**src/rtl/load_unit_pkg.sv**
```systemverilog
// load_unit_pkg: load/store size codes and load sequencer state encodings.
// Optional sign extension is enabled by defining LOAD_SIGN_EXT_EN.
// The store path decodes size with the same 2-bit codes.
package load_unit_pkg;

  // Shared load/store size field
  typedef logic [1:0] ls_size_t;

  localparam ls_size_t LS_WORD = 2'b00;
  localparam ls_size_t LS_HALF = 2'b01;
  localparam ls_size_t LS_BYTE = 2'b10;
  localparam ls_size_t LS_RSVD = 2'b11;

  // Sequencer states
  localparam logic [1:0] ST_IDLE = 2'd0;
  localparam logic [1:0] ST_REQ  = 2'd1;
  localparam logic [1:0] ST_WAIT = 2'd2;
  localparam logic [1:0] ST_DONE = 2'd3;

  // Latency down-counter width; covers MEM_LATENCY up to 15
  localparam int CNT_W = 4;

endpackage

```
**src/rtl/load_unit_if.sv**
```systemverilog
// load_unit_if: request, memory read and result signals of the load sequencer.
// ls_signed exists only when LOAD_SIGN_EXT_EN is defined.
// slave = load unit side, master = datapath/memory side.
interface load_unit_if
  import load_unit_pkg::*;
#(
  parameter int ADDR_W = 32
);
  logic              start;
  ls_size_t          ls_ctrl;
  logic [ADDR_W-1:0] addr;
`ifdef LOAD_SIGN_EXT_EN
  logic              ls_signed;
`endif
  logic              ready;
  logic              mem_rd;
  logic [ADDR_W-1:0] mem_addr;
  logic [31:0]       mem_data;
  logic [31:0]       data_out;
  logic              done;

  modport slave (
`ifdef LOAD_SIGN_EXT_EN
    input  ls_signed,
`endif
    input  start, ls_ctrl, addr, mem_data,
    output ready, mem_rd, mem_addr, data_out, done
  );

  modport master (
`ifdef LOAD_SIGN_EXT_EN
    output ls_signed,
`endif
    output start, ls_ctrl, addr, mem_data,
    input  ready, mem_rd, mem_addr, data_out, done
  );
endinterface

```
**src/rtl/load_extract.sv**
```systemverilog
// load_extract: selects word/half/byte from a read word, zero- or sign-extended.
// Latency: combinational. Backpressure: none.
// Sign select port exists only with LOAD_SIGN_EXT_EN; reserved code yields zero.
module load_extract
  import load_unit_pkg::*;
(
  input  logic [31:0] i_word,
  input  ls_size_t    i_size,
`ifdef LOAD_SIGN_EXT_EN
  input  logic        i_signed,
`endif
  output logic [31:0] o_data
);

  // Size select; low bits taken as-is, no lane shifting by address
  always_comb begin
    o_data = 32'h0;
    case (i_size)
      LS_WORD: o_data = i_word;
      LS_HALF: begin
        o_data = {16'h0, i_word[15:0]};
`ifdef LOAD_SIGN_EXT_EN
        if (i_signed) o_data = {{16{i_word[15]}}, i_word[15:0]};
`endif
      end
      LS_BYTE: begin
        o_data = {24'h0, i_word[7:0]};
`ifdef LOAD_SIGN_EXT_EN
        if (i_signed) o_data = {{24{i_word[7]}}, i_word[7:0]};
`endif
      end
      default: o_data = 32'h0;
    endcase
  end

endmodule

```
**src/rtl/load_unit.sv**
```systemverilog
// load_unit: multi-cycle load sequencer (IDLE->REQ->WAIT->DONE), LOAD_SIGN_EXT_EN adds signed loads.
// Latency: done pulses 2+MEM_LATENCY cycles after start is accepted; one load per 3+MEM_LATENCY cycles.
// Backpressure: ready is high only in IDLE; start while busy is dropped, never queued.
module load_unit
  import load_unit_pkg::*;
#(
  parameter int MEM_LATENCY = 1,
  parameter int ADDR_W      = 32
)(
  input  logic      clk,
  input  logic      reset,
  load_unit_if.slave bus
);

  localparam logic [CNT_W-1:0] CNT_LOAD = CNT_W'(MEM_LATENCY - 1);

  logic [1:0]        r_state;
  logic [CNT_W-1:0]  r_cnt;
  ls_size_t          r_size;
`ifdef LOAD_SIGN_EXT_EN
  logic              r_sgn;
`endif
  logic              r_mem_rd;
  logic [ADDR_W-1:0] r_mem_addr;
  logic [31:0]       r_data;
  logic              r_done;
  logic [31:0]       w_ext;

  // Extraction runs on the live memory word; only captured on the last WAIT cycle
  load_extract u_extract (
    .i_word   (bus.mem_data),
    .i_size   (r_size),
`ifdef LOAD_SIGN_EXT_EN
    .i_signed (r_sgn),
`endif
    .o_data   (w_ext)
  );

  // Sequencer: latch request, strobe read, count latency, capture and pulse done
  always_ff @(posedge clk) begin
    if (reset) begin
      r_state    <= ST_IDLE;
      r_cnt      <= '0;
      r_size     <= LS_WORD;
`ifdef LOAD_SIGN_EXT_EN
      r_sgn      <= 1'b0;
`endif
      r_mem_rd   <= 1'b0;
      r_mem_addr <= '0;
      r_data     <= 32'h0;
      r_done     <= 1'b0;
    end else begin
      r_mem_rd <= 1'b0;
      r_done   <= 1'b0;
      case (r_state)
        ST_IDLE: begin
          if (bus.start) begin
            r_size     <= bus.ls_ctrl;
`ifdef LOAD_SIGN_EXT_EN
            r_sgn      <= bus.ls_signed;
`endif
            // mem_addr doubles as the latched address and holds through WAIT
            r_mem_addr <= bus.addr;
            r_mem_rd   <= 1'b1;
            r_state    <= ST_REQ;
          end
        end
        ST_REQ: begin
          r_cnt   <= CNT_LOAD;
          r_state <= ST_WAIT;
        end
        ST_WAIT: begin
          if (r_cnt == '0) begin
            r_data  <= w_ext;
            r_done  <= 1'b1;
            r_state <= ST_DONE;
          end else begin
            r_cnt <= r_cnt - CNT_W'(1);
          end
        end
        ST_DONE: r_state <= ST_IDLE;
        default: r_state <= ST_IDLE;
      endcase
    end
  end

  assign bus.ready    = (r_state == ST_IDLE);
  assign bus.mem_rd   = r_mem_rd;
  assign bus.mem_addr = r_mem_addr;
  assign bus.data_out = r_data;
  assign bus.done     = r_done;

endmodule

```
**src/flat_wrapper.sv**
```systemverilog
// flat-port wrapper written by rule: the top's interface ports become plain ports
module load_unit_flat import load_unit_pkg::*;
#(
  parameter int MEM_LATENCY = 1,
  parameter int ADDR_W      = 32
)
  (clk, reset, bus_start, bus_ls_ctrl, bus_addr, bus_mem_data, bus_ready, bus_mem_rd, bus_mem_addr, bus_data_out, bus_done);
  load_unit_if #(.ADDR_W(ADDR_W)) bus_i ();
  input  logic clk;
  input  logic reset;
  input wire logic [$bits(bus_i.start)-1:0] bus_start;
  input wire logic [$bits(bus_i.ls_ctrl)-1:0] bus_ls_ctrl;
  input wire logic [$bits(bus_i.addr)-1:0] bus_addr;
  input wire logic [$bits(bus_i.mem_data)-1:0] bus_mem_data;
  output wire logic [$bits(bus_i.ready)-1:0] bus_ready;
  output wire logic [$bits(bus_i.mem_rd)-1:0] bus_mem_rd;
  output wire logic [$bits(bus_i.mem_addr)-1:0] bus_mem_addr;
  output wire logic [$bits(bus_i.data_out)-1:0] bus_data_out;
  output wire logic [$bits(bus_i.done)-1:0] bus_done;
  assign bus_i.start = bus_start;
  assign bus_i.ls_ctrl = bus_ls_ctrl;
  assign bus_i.addr = bus_addr;
  assign bus_i.mem_data = bus_mem_data;
  assign bus_ready = bus_i.ready;
  assign bus_mem_rd = bus_i.mem_rd;
  assign bus_mem_addr = bus_i.mem_addr;
  assign bus_data_out = bus_i.data_out;
  assign bus_done = bus_i.done;
  load_unit #(.MEM_LATENCY(MEM_LATENCY), .ADDR_W(ADDR_W)) u_core (.clk(clk), .reset(reset), .bus(bus_i));
endmodule
```
**config.mk**
```make
export PLATFORM = sky130hd
export DESIGN_NAME = load_unit_flat
export DESIGN_NICKNAME = d
export VERILOG_FILES = /design/src/rtl/load_unit_pkg.sv /design/src/rtl/load_unit_if.sv /design/src/rtl/load_extract.sv /design/src/rtl/load_unit.sv /design/src/flat_wrapper.sv
export SDC_FILE = /design/constraint.sdc
export NUM_CORES = 1
export LEC_CHECK = 0
export BUFFER_PORTS_ARGS = -buffer_cell sky130_fd_sc_hd__buf_2
export CORE_UTILIZATION = 48
export CTS_CLUSTER_DIAMETER = 30
export DETAILED_ROUTE_END_ITERATION = 8
export MAX_ROUTING_LAYER = met4
export PLACE_DENSITY = 0.92
export SYNTH_ARGS = -nofsm -noshare
export SYNTH_HDL_FRONTEND = slang
export SYNTH_SLANG_ARGS = --single-unit
```
**constraint.sdc**
```tcl
create_clock -name clk -period 4.8 [get_ports clk]
set_input_delay 1.2 -clock clk [delete_from_list [all_inputs] [get_ports clk]]
set_output_delay 1.2 -clock clk [all_outputs]
set_load 0.01 [all_outputs]
```
# ---- Yosys cells after proc, flatten, opt, wreduce, memory -nomap -nowiden
# Cells that the tools add are included.
dict set report classes {
  mux 8
  bitwise_logic 2
  eq_ne 8
  add_sub_neg 1
  reduce_logical 10
}
# operator n
set op_table {}
lappend op_table {{$pmux W32 S3} 1}
lappend op_table {{$pmux W2 S4} 1}
lappend op_table {{$pmux W4 S2} 1}
lappend op_table {{$reduce_and A2 Y1} 4}
lappend op_table {{$eq A2 B2 Y1 const B} 3}
lappend op_table {{$eq A2 B1 Y1 const B} 2}
lappend op_table {{$logic_not A2 Y1} 2}
lappend op_table {{$logic_not A4 Y1} 1}
lappend op_table {{$mux W2} 2}
lappend op_table {{$mux W4} 1}
lappend op_table {{$ne A2 B2 Y1 const B} 2}
lappend op_table {{$reduce_or A2 Y1} 2}
lappend op_table {{$sub A4 B1 Y4 const B} 1}
lappend op_table {{$mux W1} 2}
lappend op_table {{$ne A2 B1 Y1 const B} 1}
lappend op_table {{$not A1 Y1} 2}
lappend op_table {{$reduce_bool A2 Y1} 1}
dict set report totals {
  register_bits 74
  wordCells 36
  in_bits 69
  output_inout_bits 67
}

# ---- Logic depth before layout (Yosys ltp)
# Gate-level depths: netlist (run 1).
dict set report logic_depth {
  ltp_word 3
  depth_mapped 7
  depth_no_buf 5
}

# ---- Modules after synthesis
# A second synthesis (run 1) with hierarchy kept.
dict set report unflattened {
  cells_unflattened 373
  hier_area_um2 3076.7
}
# module cells_each seq_area_each_um2 area_each_um2 n_inst
set by_module_without_submodules {}
lappend by_module_without_submodules {load_unit 336 1481.4 2707.6 1}
lappend by_module_without_submodules {load_extract 37 0.0 369.1 1}

# ---- Least setup slack after synthesis (run 1)
# No wires, ideal clock.
dict set report synth_timing {
  path_type {input to register}
  start {input port reset}
  end {register u_core.r_data[22] (netlist: u_core.bus.data_out[22])}
  path_slack_ns 2.694
  stages 4
  setup_ns 0.059
  n_path_buf 1
  arrival_ns 2.048
  required_time_ns 4.741
  cell_sequence {nand3b_1 -> nor4_4 -> buf_6 -> a22o_1}
}
# item line_no
set synth_rtl {}
lappend synth_rtl {{start: declaration} flat_wrapper.sv:10} ;# input logic reset;
lappend synth_rtl {{end signal: assignment} load_unit.sv:74} ;# r_data <= w_ext;
lappend synth_rtl {{end: declaration} load_unit.sv:25} ;# logic [31:0] r_data;

==> impl_metrics.sql, run 1 <==
INSERT INTO impl_metrics (metric_group, metric, value, unit) VALUES
('timing', 'tns', '0', 'ns'),
('logic_synthesis', 'synth_cell_types', '29', ''),
('logic_synthesis', 'synth_sequential_area_ratio', '57.42', '%'),
('global_routing', 'antenna_found_initial', '1', ''),
('global_routing', 'grt_pass1_vias', '2106', ''),
('cts', 'clock_insertion_delay_worst_skew', '0.34', 'ns'),
('logic_synthesis', 'ys_warn_count', '0', ''),
('setup_path', 'slowest_stage', 'sky130_fd_sc_hd__nor4_4', ''),
('pwr', 'seq_power_share', '45.8', '%'),
('logic_synthesis', 'synth-async-reset-ratio', '0', '%'),
('detailed_routing', 'drc', '0', ''),
('pwr', 'switching_power_share_of_the_total', '31.08', '%'),
('logic_synthesis', 'postSynthNetCount', '341', ''),
('timing', 'final_min_period_over_clock_period', '53.42', '%'),
('setup_path', 'endpoint_kind', 'flop', ''),
('cts', 'postCtsHoldBufs', '0', ''),
('cells_and_area', 'area_delta_synth_final', '35.21', '%'),
('global_routing', 'grt_pass1_wl', '9239', 'um'),
('die', 'die_height', '75.32', 'um'),
('cts', 'clkSinkCount', '74', ''),
('logic_synthesis', 'synth.top_cells.by_area', 'sky130_fd_sc_hd__dfxtp_1 (57%), sky130_fd_sc_hd__nand2_1 (11%), sky130_fd_sc_hd__a22o_1 (11%), sky130_fd_sc_hd__a21oi_1 (7.0%), sky130_fd_sc_hd__ha_1 (2.4%)', ''),
('outcome', 'outcome', 'completed', ''),
('logic_synthesis', 'synth_top_flop_cell', 'sky130_fd_sc_hd__dfxtp_1', ''),
('timing', 'max_slew.worst_pin.slew', '1.153', 'ns'),
('logic_synthesis', 'syn-instance-count', '267', ''),
('setup_path', 'startpoint_type', 'input port', ''),
('global_routing', 'grt-ovfl-total', '0', ''),
('pwr', 'power', '1655', 'uW'),
('cts', 'max-clock-path-buffers', '2', ''),
('timing', 'timing.final.setup_violations', '0', ''),
('pwr', 'power.internal', '1141', 'uW'),
('pwr', 'pwr-share-comb', '24.9', '%'),
('timing', 'slew_violations', '0', ''),
('detailed_routing', 'num_vias', '2411', ''),
('detailed_routing', 'antenna_left', '0', ''),
('placed_design', 'numPortBuffers', '135', ''),
('logic_synthesis', 'synth_area', '0.002580', 'mm^2'),
('cells_and_area', 'final_net_count', '472', ''),
('placed_design', 'placement.cell_area', '0.003282', 'mm^2'),
('detailed_routing', 'detail_route.iter0.violations', '41', ''),
('cells_and_area', 'layout_cell_share_with_drive_strength_beyond_1', '40.20', '%'),
('detailed_routing', 'post_drt_via_cell_ratio', '5.086', ''),
('logic_synthesis', 'synthDominantAreaCellType', 'sky130_fd_sc_hd__dfxtp_1', ''),
('cells_and_area', 'fin_area', '0.003488', 'mm^2'),
('timing', 'setup_repair_after_global_routing_missed_its_margin', 'no', ''),
('setup_path', 'crit_chain', 'buf_2, nand3b_1, nor4_4, a22o_1', ''),
('detailed_routing', 'routed_wirelength', '6416', 'um'),
('logic_synthesis', 'top_post_synthesis_cells_by_count', 'sky130_fd_sc_hd__nand2_1 (75), sky130_fd_sc_hd__dfxtp_1 (74), sky130_fd_sc_hd__a21oi_1 (36)', ''),
('setup_path', 'cp_slowest_stage_delay', '0.68', 'ns'),
('cts', 'tritoncts', 'done', ''),
('logic_synthesis', 'yosys_register_bits', '74', ''),
('setup_path', 'crit_arrival', '2.84', 'ns'),
('setup_path', 'path_max_fanout', '40', ''),
('cts', 'cts.htree.levels', '3', ''),
('pwr', 'p_leak', '0.001697', 'uW'),
('setup_path', 'data_required_time_of_the_critical_path', '5.08', 'ns'),
('timing', 'maxSlewHeadroom', '23.13', '%'),
('run', 'number_of_max_capacitance_violations_reported', '0', ''),
('timing', 'finalHoldViolCount', '0', ''),
('cts', 'post-cts-setup-buffer-count', '0', ''),
('timing', 'timing.final.crit_period', '2.564', 'ns'),
('cts', 'ctsRootBufferMaster', 'sky130_fd_sc_hd__clkbuf_8', ''),
('die', 'rows', '26', ''),
('cts', 'cts_made_buffers', '9', ''),
('global_routing', 'grt_max_degree', '41', ''),
('pwr', 'pwr-share-clk', '29.3', '%'),
('hold_path', 'timing.hold.worst.class', 'reg2reg', ''),
('die', 'dieWidth', '75.32', 'um'),
('die', 'start_util', '50.19', '%'),
('pwr', 'power_density', '474.6', 'mW/mm^2'),
('logic_synthesis', 'edff_count_synth', '0', '');
## through the flow
| step | worst slack [ns] | utilization [%] | instances |
|---|---|---|---|
| floorplan | 2.694 | - | 267 |
| global placement | 1.990 | 63.85 | 457 |
| detailed placement | 1.898 | 63.85 | 457 |
| CTS | 2.254 | 67.82 | 473 |
| global route | 2.143 | 67.87 | 474 |
| finish | 2.236 | 67.87 | 474 |
## final cells by class
class	instances	area, um^2
Clock inverter	5	52.55
Clock buffer	11	151.4
Inverter	6	22.52
Sequential cell	74	1481
Fill cell	414	1652
Tap cell	70	87.58
Timing Repair Buffer	136	683.2
Antenna cell	1	2.502
Multi-Input combinational cell	171	1007
## final timing paths
| kind | start | to | slack, ns | cells past startpoint |
|---|---|---|---|---|
| hold / removal | u_core.bus.mem_addr[31] | u_core.bus.mem_addr[31] | 0.45 | 2 |
| setup / recovery | reset | u_core.bus.data_out[25] | 2.24 | 4 |
| setup reg to reg | u_core.r_state[0] | u_core.bus.data_out[25] | 2.76 | 5 |
| hold reg to reg | u_core.bus.mem_addr[31] | u_core.bus.mem_addr[31] | 0.45 | 2 |
## cells by family (layout without fill, tap and decap cells)
family,Yosys count,count (layout),synth area share [%]
other cells,0,1,0
mux,1,1,0.3880
flops,74,74,57.42
buf+inv,22,158,3.783
simple gates,90,90,15.71
fa+ha+maj,5,5,2.425
compound gates,75,75,20.27
## critical path, delay by kind of cell
kind                   cells  cell delay [ns]
AND/OR/NAND/NOR            2             1.07
buffers and inverters      1             0.32
AO/OA/AOI/OAI              1             0.24
## layout by cell type (no fill, tap or decap)
cell / count
sky130_fd_sc_hd__nand2_1: 75
sky130_fd_sc_hd__a31o_2: 2
sky130_fd_sc_hd__and2_1: 1
sky130_fd_sc_hd__or3b_2: 1
sky130_fd_sc_hd__bufinv_16: 1
sky130_fd_sc_hd__a31oi_2: 1
sky130_fd_sc_hd__a21boi_1: 1
sky130_fd_sc_hd__nand4b_1: 1
sky130_fd_sc_hd__nand3b_1: 1
sky130_fd_sc_hd__a21boi_0: 1
sky130_fd_sc_hd__o221a_2: 1
sky130_fd_sc_hd__dfxtp_1: 74
sky130_fd_sc_hd__a22o_1: 32
sky130_fd_sc_hd__or3b_1: 1
sky130_fd_sc_hd__clkinvlp_4: 1
sky130_fd_sc_hd__clkinv_2: 3
sky130_fd_sc_hd__or4b_1: 1
sky130_fd_sc_hd__nor3_2: 1
sky130_fd_sc_hd__a21oi_1: 36
sky130_fd_sc_hd__nor2_1: 3
sky130_fd_sc_hd__a211oi_2: 1
sky130_fd_sc_hd__and4_2: 1
sky130_fd_sc_hd__mux2i_1: 1
sky130_fd_sc_hd__or2_2: 1
sky130_fd_sc_hd__nor4b_1: 1
sky130_fd_sc_hd__inv_1: 6
sky130_fd_sc_hd__nor2b_1: 1
sky130_fd_sc_hd__clkbuf_8: 11
sky130_fd_sc_hd__nor4_4: 1
sky130_fd_sc_hd__buf_4: 1
sky130_fd_sc_hd__diode_2: 1
sky130_fd_sc_hd__ha_1: 5
sky130_fd_sc_hd__buf_2: 135
## per-layer routing
metal  routed length, um  GRT usage (%)  vias to the layer above
met5                   0              -                        -
met4                  84          12.35                        0
met3                 709          7.011                        9
met2                3009          37.90                      119
met1                2612          24.14                     1099
li1                    -              -                     1184
## power by group through the flow
stage,sequential [uW],clock [uW],combinational [uW]
after global placement,767,0,397
after global routing,769,516,462
after detailed placement,771,0,412
final,758,486,412
after CTS,757,493,414
after floorplan,809,0,220
## flip-flops by register name (all words and copies together), names as in the netlist
signal	flops
u_core.bus.data_out	32
u_core.bus.mem_addr	32
u_core.r_cnt	4
u_core.r_size	2
u_core.r_state	2
u_core.bus.done	1
u_core.bus.mem_rd	1
Power figures use the tool's default switching activity.
==> inputs of run 2 (changes only) <==
--- a/config.mk
+++ b/config.mk
@@ -6,11 +6,11 @@
 export NUM_CORES = 1
 export LEC_CHECK = 0
 export BUFFER_PORTS_ARGS = -buffer_cell sky130_fd_sc_hd__buf_2
-export CORE_UTILIZATION = 48
+export CORE_UTILIZATION = 40
 export CTS_CLUSTER_DIAMETER = 30
 export DETAILED_ROUTE_END_ITERATION = 8
 export MAX_ROUTING_LAYER = met4
-export PLACE_DENSITY = 0.92
+export PLACE_DENSITY = 0.82
 export SYNTH_ARGS = -nofsm -noshare
 export SYNTH_HDL_FRONTEND = slang
 export SYNTH_SLANG_ARGS = --single-unit
==> constraint.sdc (replaced) <==
create_clock -name clk -period 2.35 [get_ports clk]
set_input_delay 0.5875 -clock clk [delete_from_list [all_inputs] [get_ports clk]]
set_output_delay 0.5875 -clock clk [all_outputs]
set_load 0.01 [all_outputs]
==> impl_metrics.sql, run 2 (synthesis results as in run 1) <==
INSERT INTO impl_metrics (metric_group, metric, value, unit) VALUES
('outcome', 'outcome', 'completed', ''),
('timing', 'fmaxAchievable', '537.0', 'MHz'),
('placed_design', 'dp_hpwl', '4240', 'um'),
('timing', 'setup_repair_after_global_routing_missed_its_margin', 'no', ''),
('timing', 'timing.final.crit_period', '1.862', 'ns'),
('pwr', 'vdd_ir_drop_max', '501.5', 'uV'),
('cells_and_area', 'finish.utilization', '58.53', '%'),
('die', 'core_region_area', '0.006061', 'mm^2'),
('cells_and_area', 'layout_commonest_cell', 'sky130_fd_sc_hd__buf_2', ''),
('global_routing', 'grt_pass1_wl', '8921', 'um'),
('cts', 'ctsRootBufferMaster', 'sky130_fd_sc_hd__clkbuf_8', ''),
('global_routing', 'grt-ovfl-total', '0', ''),
('placed_design', 'numPortBuffers', '135', ''),
('detailed_routing', 'drc', '0', ''),
('hold_path', 'timing.hold.worst.class', 'reg2reg', ''),
('cells_and_area', 'antenna_cells_inserted', '0', ''),
('setup_path', 'path_max_fanout', '10', ''),
('die', 'die-area', '0.006775', 'mm^2'),
('global_routing', 'grt_usage', '17.84', '%'),
('run', 'number_of_max_capacitance_violations_reported', '0', ''),
('pwr', 'power_density', '983.9', 'mW/mm^2'),
('cts', 'cts_made_buffers', '9', ''),
('cts', 'tritoncts', 'done', ''),
('cells_and_area', 'fin_area', '0.003547', 'mm^2'),
('timing', 'finalHoldViolCount', '0', ''),
('die', 'start_util', '42.57', '%'),
('cells_and_area', 'mostFrequentLayoutCells', 'sky130_fd_sc_hd__buf_2 (135), sky130_fd_sc_hd__nand2_1 (75), sky130_fd_sc_hd__dfxtp_1 (74)', ''),
('timing', 'final_min_period_over_clock_period', '79.24', '%'),
('die', 'dieWidth', '82.31', 'um'),
('cts', 'clock_insertion_delay_worst_skew', '0.33', 'ns'),
('pwr', 'p_leak', '0.001728', 'uW'),
('cts', 'cts.htree.levels', '3', ''),
('cts', 'clock_slew_at_the_register_clock_pins_of_the_worst_setup_and_hold_paths', '0.08', 'ns'),
('detailed_routing', 'routed_wirelength', '5992', 'um'),
('global_routing', 'antenna_found_initial', '0', ''),
('placed_design', 'placement.cell_area', '0.003318', 'mm^2'),
('cts', 'post-cts-setup-buffer-count', '0', ''),
('timing', 'timing.final.setup_violations', '0', ''),
('timing', 'slew_violations', '0', ''),
('setup_path', 'startpoint_type', 'flop', ''),
('global_routing', 'grt_pass1_vias', '2069', ''),
('detailed_routing', 'post_drt_via_cell_ratio', '4.919', ''),
('cells_and_area', 'final_net_count', '476', ''),
('setup_path', 'worst-setup-path-type', 'reg2reg', ''),
('detailed_routing', 'num_vias', '2371', ''),
('detailed_routing', 'detail_route.iter0.violations', '72', ''),
('detailed_routing', 'detail_route.wl_per_cell', '12.43', 'um'),
('die', 'die_height', '82.31', 'um'),
('cells_and_area', 'area_delta_synth_final', '37.49', '%'),
('cts', 'post_cts_resized', '0', ''),
('detailed_routing', 'antenna_left', '0', ''),
('setup_path', 'crit_arrival', '2.13', 'ns'),
('timing', 'max_slew.worst_pin.slew', '0.5499', 'ns'),
('cts', 'clkSinkCount', '74', ''),
('die', 'ioPinCount', '136', ''),
('global_routing', 'grt_max_degree', '40', ''),
('setup_path', 'data_required_time_of_the_critical_path', '2.62', 'ns'),
('cts', 'postCtsHoldBufs', '0', ''),
('timing', 'fin_skew', '0.01452', 'ns'),
('setup_path', 'endpoint_kind', 'flop', ''),
('detailed_routing', 'drt_pre_antenna_iters', '7', ''),
('timing', 'maxSlewHeadroom', '63.27', '%'),
('timing', 'tns', '0', 'ns'),
('die', 'rows', '28', ''),
('cts', 'max-clock-path-buffers', '2', ''),
('cells_and_area', 'layout_cell_share_with_drive_strength_beyond_1', '40.54', '%'),
('placed_design', 'finalWeightedCongestion', '0.7316', '');
-- run 2: cell types whose count changed in the layout (fill, tap and decap cells not counted), sizes merged --
cell	before	now
clkbuf	11	12
clkinv	3	2
bufinv	1	2
buf	136	140
diode	1	0
clkinvlp	1	0
-- run 2: cell type report --
cell class,instances,area (um^2)
Tap cell,75,93.84
Fill cell,549,2514
Clock buffer,12,155.1
Timing Repair Buffer,140,713.2
Multi-Input combinational cell,171,1007
Inverter,6,22.52
Sequential cell,74,1481
Clock inverter,4,73.82
-- run 2: stage by stage --
stage	hold WS, ns	setup WS, ns	power (uW)	instances
final	0.4509	0.4879	3490	482
after global routing	0.4434	0.2824	3704	482
after CTS	0.4454	0.4469	3541	482
after detailed placement	0.4433	0.5143	2434	466
after global placement	0.4389	0.5918	2401	466
after floorplan	0.4515	0.7294	2100	267
-- run 2: worst paths after layout --
path              cells after the start                   start                endpoint  slack [ns]
setup / recovery                      5       u_core.r_state[0]  u_core.bus.data_out[4]        0.49
hold / removal                        2  u_core.bus.mem_addr[4]  u_core.bus.mem_addr[4]        0.45
setup reg to reg                      5       u_core.r_state[0]  u_core.bus.data_out[4]        0.49
hold reg to reg                       2  u_core.bus.mem_addr[4]  u_core.bus.mem_addr[4]        0.45
-- run 2: metal layers --
layer	vias to the layer above	global-route usage [%]	share of wire, %
li1	1186	-	-
met4	0	7.544	1.1
met3	7	6.593	10
met5	-	-	0
met2	115	30.00	45
met1	1063	18.78	44
-- run 2: power breakdown --
part	switching, uW	internal [uW]	leakage (uW)
sequential	95.9	1450	0.000603
combinational	497	357	0.00101
clock	437	657	0.000117
-- run 2: worst max-delay path, cell delays in order, from the launching register on --
cell,delay [ns]
sky130_fd_sc_hd__dfxtp_1,0.33
sky130_fd_sc_hd__inv_1,0.08
sky130_fd_sc_hd__ha_1,0.35
sky130_fd_sc_hd__nand3b_1,0.28
sky130_fd_sc_hd__a211oi_2,0.52
sky130_fd_sc_hd__a22o_1,0.23
==> inputs of run 3 (changes only) <==
--- a/config.mk
+++ b/config.mk
@@ -5,8 +5,9 @@
 export SDC_FILE = /design/constraint.sdc
 export NUM_CORES = 1
 export LEC_CHECK = 0
+export ABC_AREA = 1
 export BUFFER_PORTS_ARGS = -buffer_cell sky130_fd_sc_hd__buf_2
-export CORE_UTILIZATION = 40
+export CORE_UTILIZATION = 41
 export CTS_CLUSTER_DIAMETER = 30
 export DETAILED_ROUTE_END_ITERATION = 8
 export MAX_ROUTING_LAYER = met4
==> constraint.sdc (replaced) <==
create_clock -name clk -period 1.7 [get_ports clk]
set_input_delay 0.425 -clock clk [delete_from_list [all_inputs] [get_ports clk]]
set_output_delay 0.425 -clock clk [all_outputs]
set_load 0.01 [all_outputs]
==> impl_metrics.sql, run 3 <==
INSERT INTO impl_metrics (metric_group, metric, value, unit) VALUES
('setup_path', 'slowest_stage', 'sky130_fd_sc_hd__dfxtp_1', ''),
('pwr', 'power.internal', '3414', 'uW'),
('setup_path', 'crit_arrival', '1.16', 'ns'),
('outcome', 'outcome', 'completed', ''),
('cells_and_area', 'final_net_count', '553', ''),
('timing', 'timing.final.setup_violations', '0', ''),
('detailed_routing', 'detail_route.iter0.violations', '72', ''),
('timing', 'fin_skew', '0.009423', 'ns'),
('detailed_routing', 'post_drt_via_cell_ratio', '4.711', ''),
('timing', 'tns', '0', 'ns'),
('logic_synthesis', 'syn_avg_cell_area', '8.300', 'um^2'),
('logic_synthesis', 'synth_area', '0.002880', 'mm^2'),
('timing', 'setup_repair_after_global_routing_missed_its_margin', 'no', ''),
('setup_path', 'path_max_fanout', '4', ''),
('global_routing', 'grt_max_degree', '42', ''),
('cts', 'clkSinkCount', '74', ''),
('pwr', 'power', '5375', 'uW'),
('logic_synthesis', 'synth-async-reset-ratio', '0', '%'),
('global_routing', 'gr-usage-met3', '5.871', '%'),
('logic_synthesis', 'ys_warn_count', '0', ''),
('timing', 'timing.final.crit_period', '1.588', 'ns'),
('setup_path', 'crit_chain', 'inv_1, ha_1, buf_2', ''),
('global_routing', 'routing_usage_on_met2', '31.78', '%'),
('die', 'rows', '30', ''),
('logic_synthesis', 'synthDominantAreaCellType', 'sky130_fd_sc_hd__dfxtp_1', ''),
('setup_path', 'endpoint_kind', 'primary output', ''),
('cells_and_area', 'layout_commonest_cell', 'sky130_fd_sc_hd__buf_2', ''),
('global_routing', 'top_usage_layer', 'met2', ''),
('die', 'start_util', '42.39', '%'),
('timing', 'final_min_period_over_clock_period', '93.43', '%'),
('cts', 'ctsRootBufferMaster', 'sky130_fd_sc_hd__clkbuf_8', ''),
('detailed_routing', 'num_vias', '2723', ''),
('die', 'die-area', '0.007364', 'mm^2'),
('logic_synthesis', 'synth_top_flop_cell', 'sky130_fd_sc_hd__dfxtp_1', ''),
('die', 'core_region_area', '0.006794', 'mm^2'),
('cts', 'tritoncts', 'done', ''),
('run', 'number_of_max_capacitance_violations_reported', '0', ''),
('timing', 'finalHoldViolCount', '0', ''),
('die', 'dieWidth', '85.82', 'um'),
('setup_path', 'critPathTopFamily', 'flip-flops', ''),
('pwr', 'pwr-share-comb', '35.3', '%'),
('global_routing', 'grt_usage', '19.19', '%'),
('placed_design', 'finalWeightedCongestion', '0.8000', ''),
('setup_path', 'worst-setup-path-type', 'reg2out', ''),
('logic_synthesis', 'synth_sequential_area_ratio', '51.43', '%'),
('global_routing', 'antenna_found_initial', '0', ''),
('hold_path', 'timing.hold.worst.class', 'in2reg', ''),
('pwr', 'pwr-share-clk', '20.9', '%'),
('cells_and_area', 'layout_cell_share_with_drive_strength_beyond_1', '37.14', '%'),
('logic_synthesis', 'synth_cell_types', '23', ''),
('detailed_routing', 'antenna_left', '0', ''),
('logic_synthesis', 'edff_count_synth', '0', ''),
('setup_path', 'data_required_time_of_the_critical_path', '1.27', 'ns'),
('timing', 'fmaxAchievable', '629.6', 'MHz'),
('cts', 'postCtsHoldBufs', '0', ''),
('cells_and_area', 'area_delta_synth_final', '30.32', '%'),
('global_routing', 'met1_usage_grt', '22.26', '%'),
('detailed_routing', 'detail_route.wl_per_cell', '11.55', 'um'),
('pwr', 'power_density', '1432', 'mW/mm^2'),
('global_routing', 'grt_pass1_vias', '2528', ''),
('cts', 'clock_insertion_delay_worst_skew', '0.32', 'ns'),
('cells_and_area', 'antenna_cells_inserted', '0', ''),
('setup_path', 'startpoint_type', 'flop', ''),
('logic_synthesis', 'post-synth-top-area-fraction', '51.43', '%'),
('logic_synthesis', 'yosys_register_bits', '74', ''),
('pwr', 'p_leak', '0.001878', 'uW'),
('logic_synthesis', 'post-synth-top-count-cell', 'sky130_fd_sc_hd__dfxtp_1', ''),
('cts', 'clock_slew_at_the_register_clock_pins_of_the_worst_setup_and_hold_paths', '0.08', 'ns'),
('cts', 'post_cts_resized', '0', ''),
('cts', 'cts_made_buffers', '9', ''),
('pwr', 'p_switching', '1961', 'uW'),
('placed_design', 'placement.cell_area', '0.003596', 'mm^2'),
('timing', 'slew_violations', '0', ''),
('timing', 'maxSlewHeadroom', '73.13', '%'),
('logic_synthesis', 'syn-instance-count', '347', ''),
('cells_and_area', 'fin_area', '0.003754', 'mm^2'),
('cts', 'max-clock-path-buffers', '2', ''),
('cells_and_area', 'mostFrequentLayoutCells', 'sky130_fd_sc_hd__buf_2 (135), sky130_fd_sc_hd__dfxtp_1 (74), sky130_fd_sc_hd__nor2_1 (72)', ''),
('pwr', 'switching_power_share_of_the_total', '36.48', '%'),
('logic_synthesis', 'postSynthNetCount', '421', ''),
('setup_path', 'worst-path-buf-inv', '2', ''),
('die', 'die_height', '85.82', 'um'),
('detailed_routing', 'drt_pre_antenna_iters', '4', ''),
('global_routing', 'grt-ovfl-total', '0', ''),
('placed_design', 'dp_hpwl', '4823', 'um'),
('global_routing', 'grt_pass1_wl', '10990', 'um'),
('detailed_routing', 'drc', '0', ''),
('pwr', 'seq_power_share', '43.8', '%'),
('timing', 'max_slew.worst_pin.slew', '0.4030', 'ns'),
('die', 'ioPinCount', '136', ''),
('setup_path', 'cp_slowest_stage_delay', '0.37', 'ns'),
('cells_and_area', 'count_of_filler_cells_inserted_in_the_layout', '637', ''),
('cts', 'cts.htree.levels', '3', ''),
('pwr', 'vdd_ir_drop_max', '786.0', 'uV'),
('detailed_routing', 'routed_wirelength', '6676', 'um'),
('logic_synthesis', 'synth.top_cells.by_area', 'sky130_fd_sc_hd__dfxtp_1 (51%), sky130_fd_sc_hd__nor2_1 (9.4%), sky130_fd_sc_hd__o21ai_0 (6.8%), sky130_fd_sc_hd__nand2_1 (6.1%), sky130_fd_sc_hd__nand3_1 (5.9%)', ''),
('placed_design', 'numPortBuffers', '135', ''),
('cts', 'post-cts-setup-buffer-count', '0', ''),
('logic_synthesis', 'top_post_synthesis_cells_by_count', 'sky130_fd_sc_hd__dfxtp_1 (74), sky130_fd_sc_hd__nor2_1 (72), sky130_fd_sc_hd__nand2_1 (47)', '');
-- run 3: changes by cell type after synthesis, sizes merged, moves of 7 or more --
cell	before	now
a21oi	36	6
a22o	32	0
buf	3	14
clkbuf	13	6
nand2	75	49
nand3	0	35
nor2	3	74
o21ai	0	68
-- run 3: cells by family (layout without fill, tap and decap cells) --
logic type / count (synthesis) / after routing / share of synthesized area, %
simple gates: 161 / 161 / 24.41
buf+inv: 33 / 168 / 6.907
fa+ha+maj: 5 / 5 / 2.172
flops: 74 / 74 / 51.43
compound gates: 74 / 74 / 15.07
-- run 3: final cells by class --
cell class	count	area, um^2	share of cell area, %
tap	96	120.1	3.200
timing repair buffer	141	745.7	19.87
clock buffer	10	137.6	3.667
clock inverter	4	20.02	0.5333
inverter	13	48.80	1.300
multi-input combinational	240	1200	31.97
sequential	74	1481	39.47
-- run 3: routing by layer --
| metal | part of all wire (%) | up-vias | routed length (um) |
|---|---|---|---|
| met5 | 0 | - | 0 |
| li1 | - | 1401 | - |
| met2 | 47 | 116 | 3107 |
| met1 | 45 | 1201 | 3023 |
| met4 | 0.43 | 0 | 29 |
| met3 | 7.7 | 5 | 516 |
-- run 3: power by group through the flow --
| stage | sequential [uW] | clock, uW | combinational [uW] |
|---|---|---|---|
| floorplan | 2560 | 0 | 1090 |
| global placement | 2370 | 0 | 1870 |
| detailed placement | 2390 | 0 | 1920 |
| CTS | 2350 | 1170 | 1920 |
| global route | 2410 | 1240 | 2130 |
| finish | 2350 | 1120 | 1900 |
-- run 3: worst paths after layout --
check | startpoint | slack (ns) | cells past startpoint | to
worst max-delay path | u_core.r_state[1] | 0.11 | 3 | bus_ready
worst min-delay path | bus_addr[30] | 0.35 | 3 | u_core.bus.mem_addr[30]
worst max register to register | u_core.r_state[1] | 0.20 | 7 | u_core.bus.mem_addr[21]
worst min register to register | u_core.bus.data_out[30] | 0.47 | 2 | u_core.bus.data_out[30]
-- run 3: per-stage QoR --
step	hold slack (ns)	utilization, %	setup WS (ns)	std cells
after CTS	0.3253	55.25	0.09534	578
final	0.3452	55.25	0.1117	578
after global placement	0.4576	52.93	0.3041	564
after global routing	0.3255	55.25	0.02429	578
after floorplan	0.4461	-	0.4319	347
after detailed placement	0.4662	52.93	0.2201	564
-- run 3: worst reg2reg max path, cell delays in order (launching register included) --
cell                      delay (ns)
sky130_fd_sc_hd__dfxtp_1        0.34
sky130_fd_sc_hd__inv_1          0.09
sky130_fd_sc_hd__ha_1           0.22
sky130_fd_sc_hd__nand2_2        0.15
sky130_fd_sc_hd__inv_1          0.12
sky130_fd_sc_hd__buf_4          0.31
sky130_fd_sc_hd__nor2_1         0.09
sky130_fd_sc_hd__nor2_1         0.12
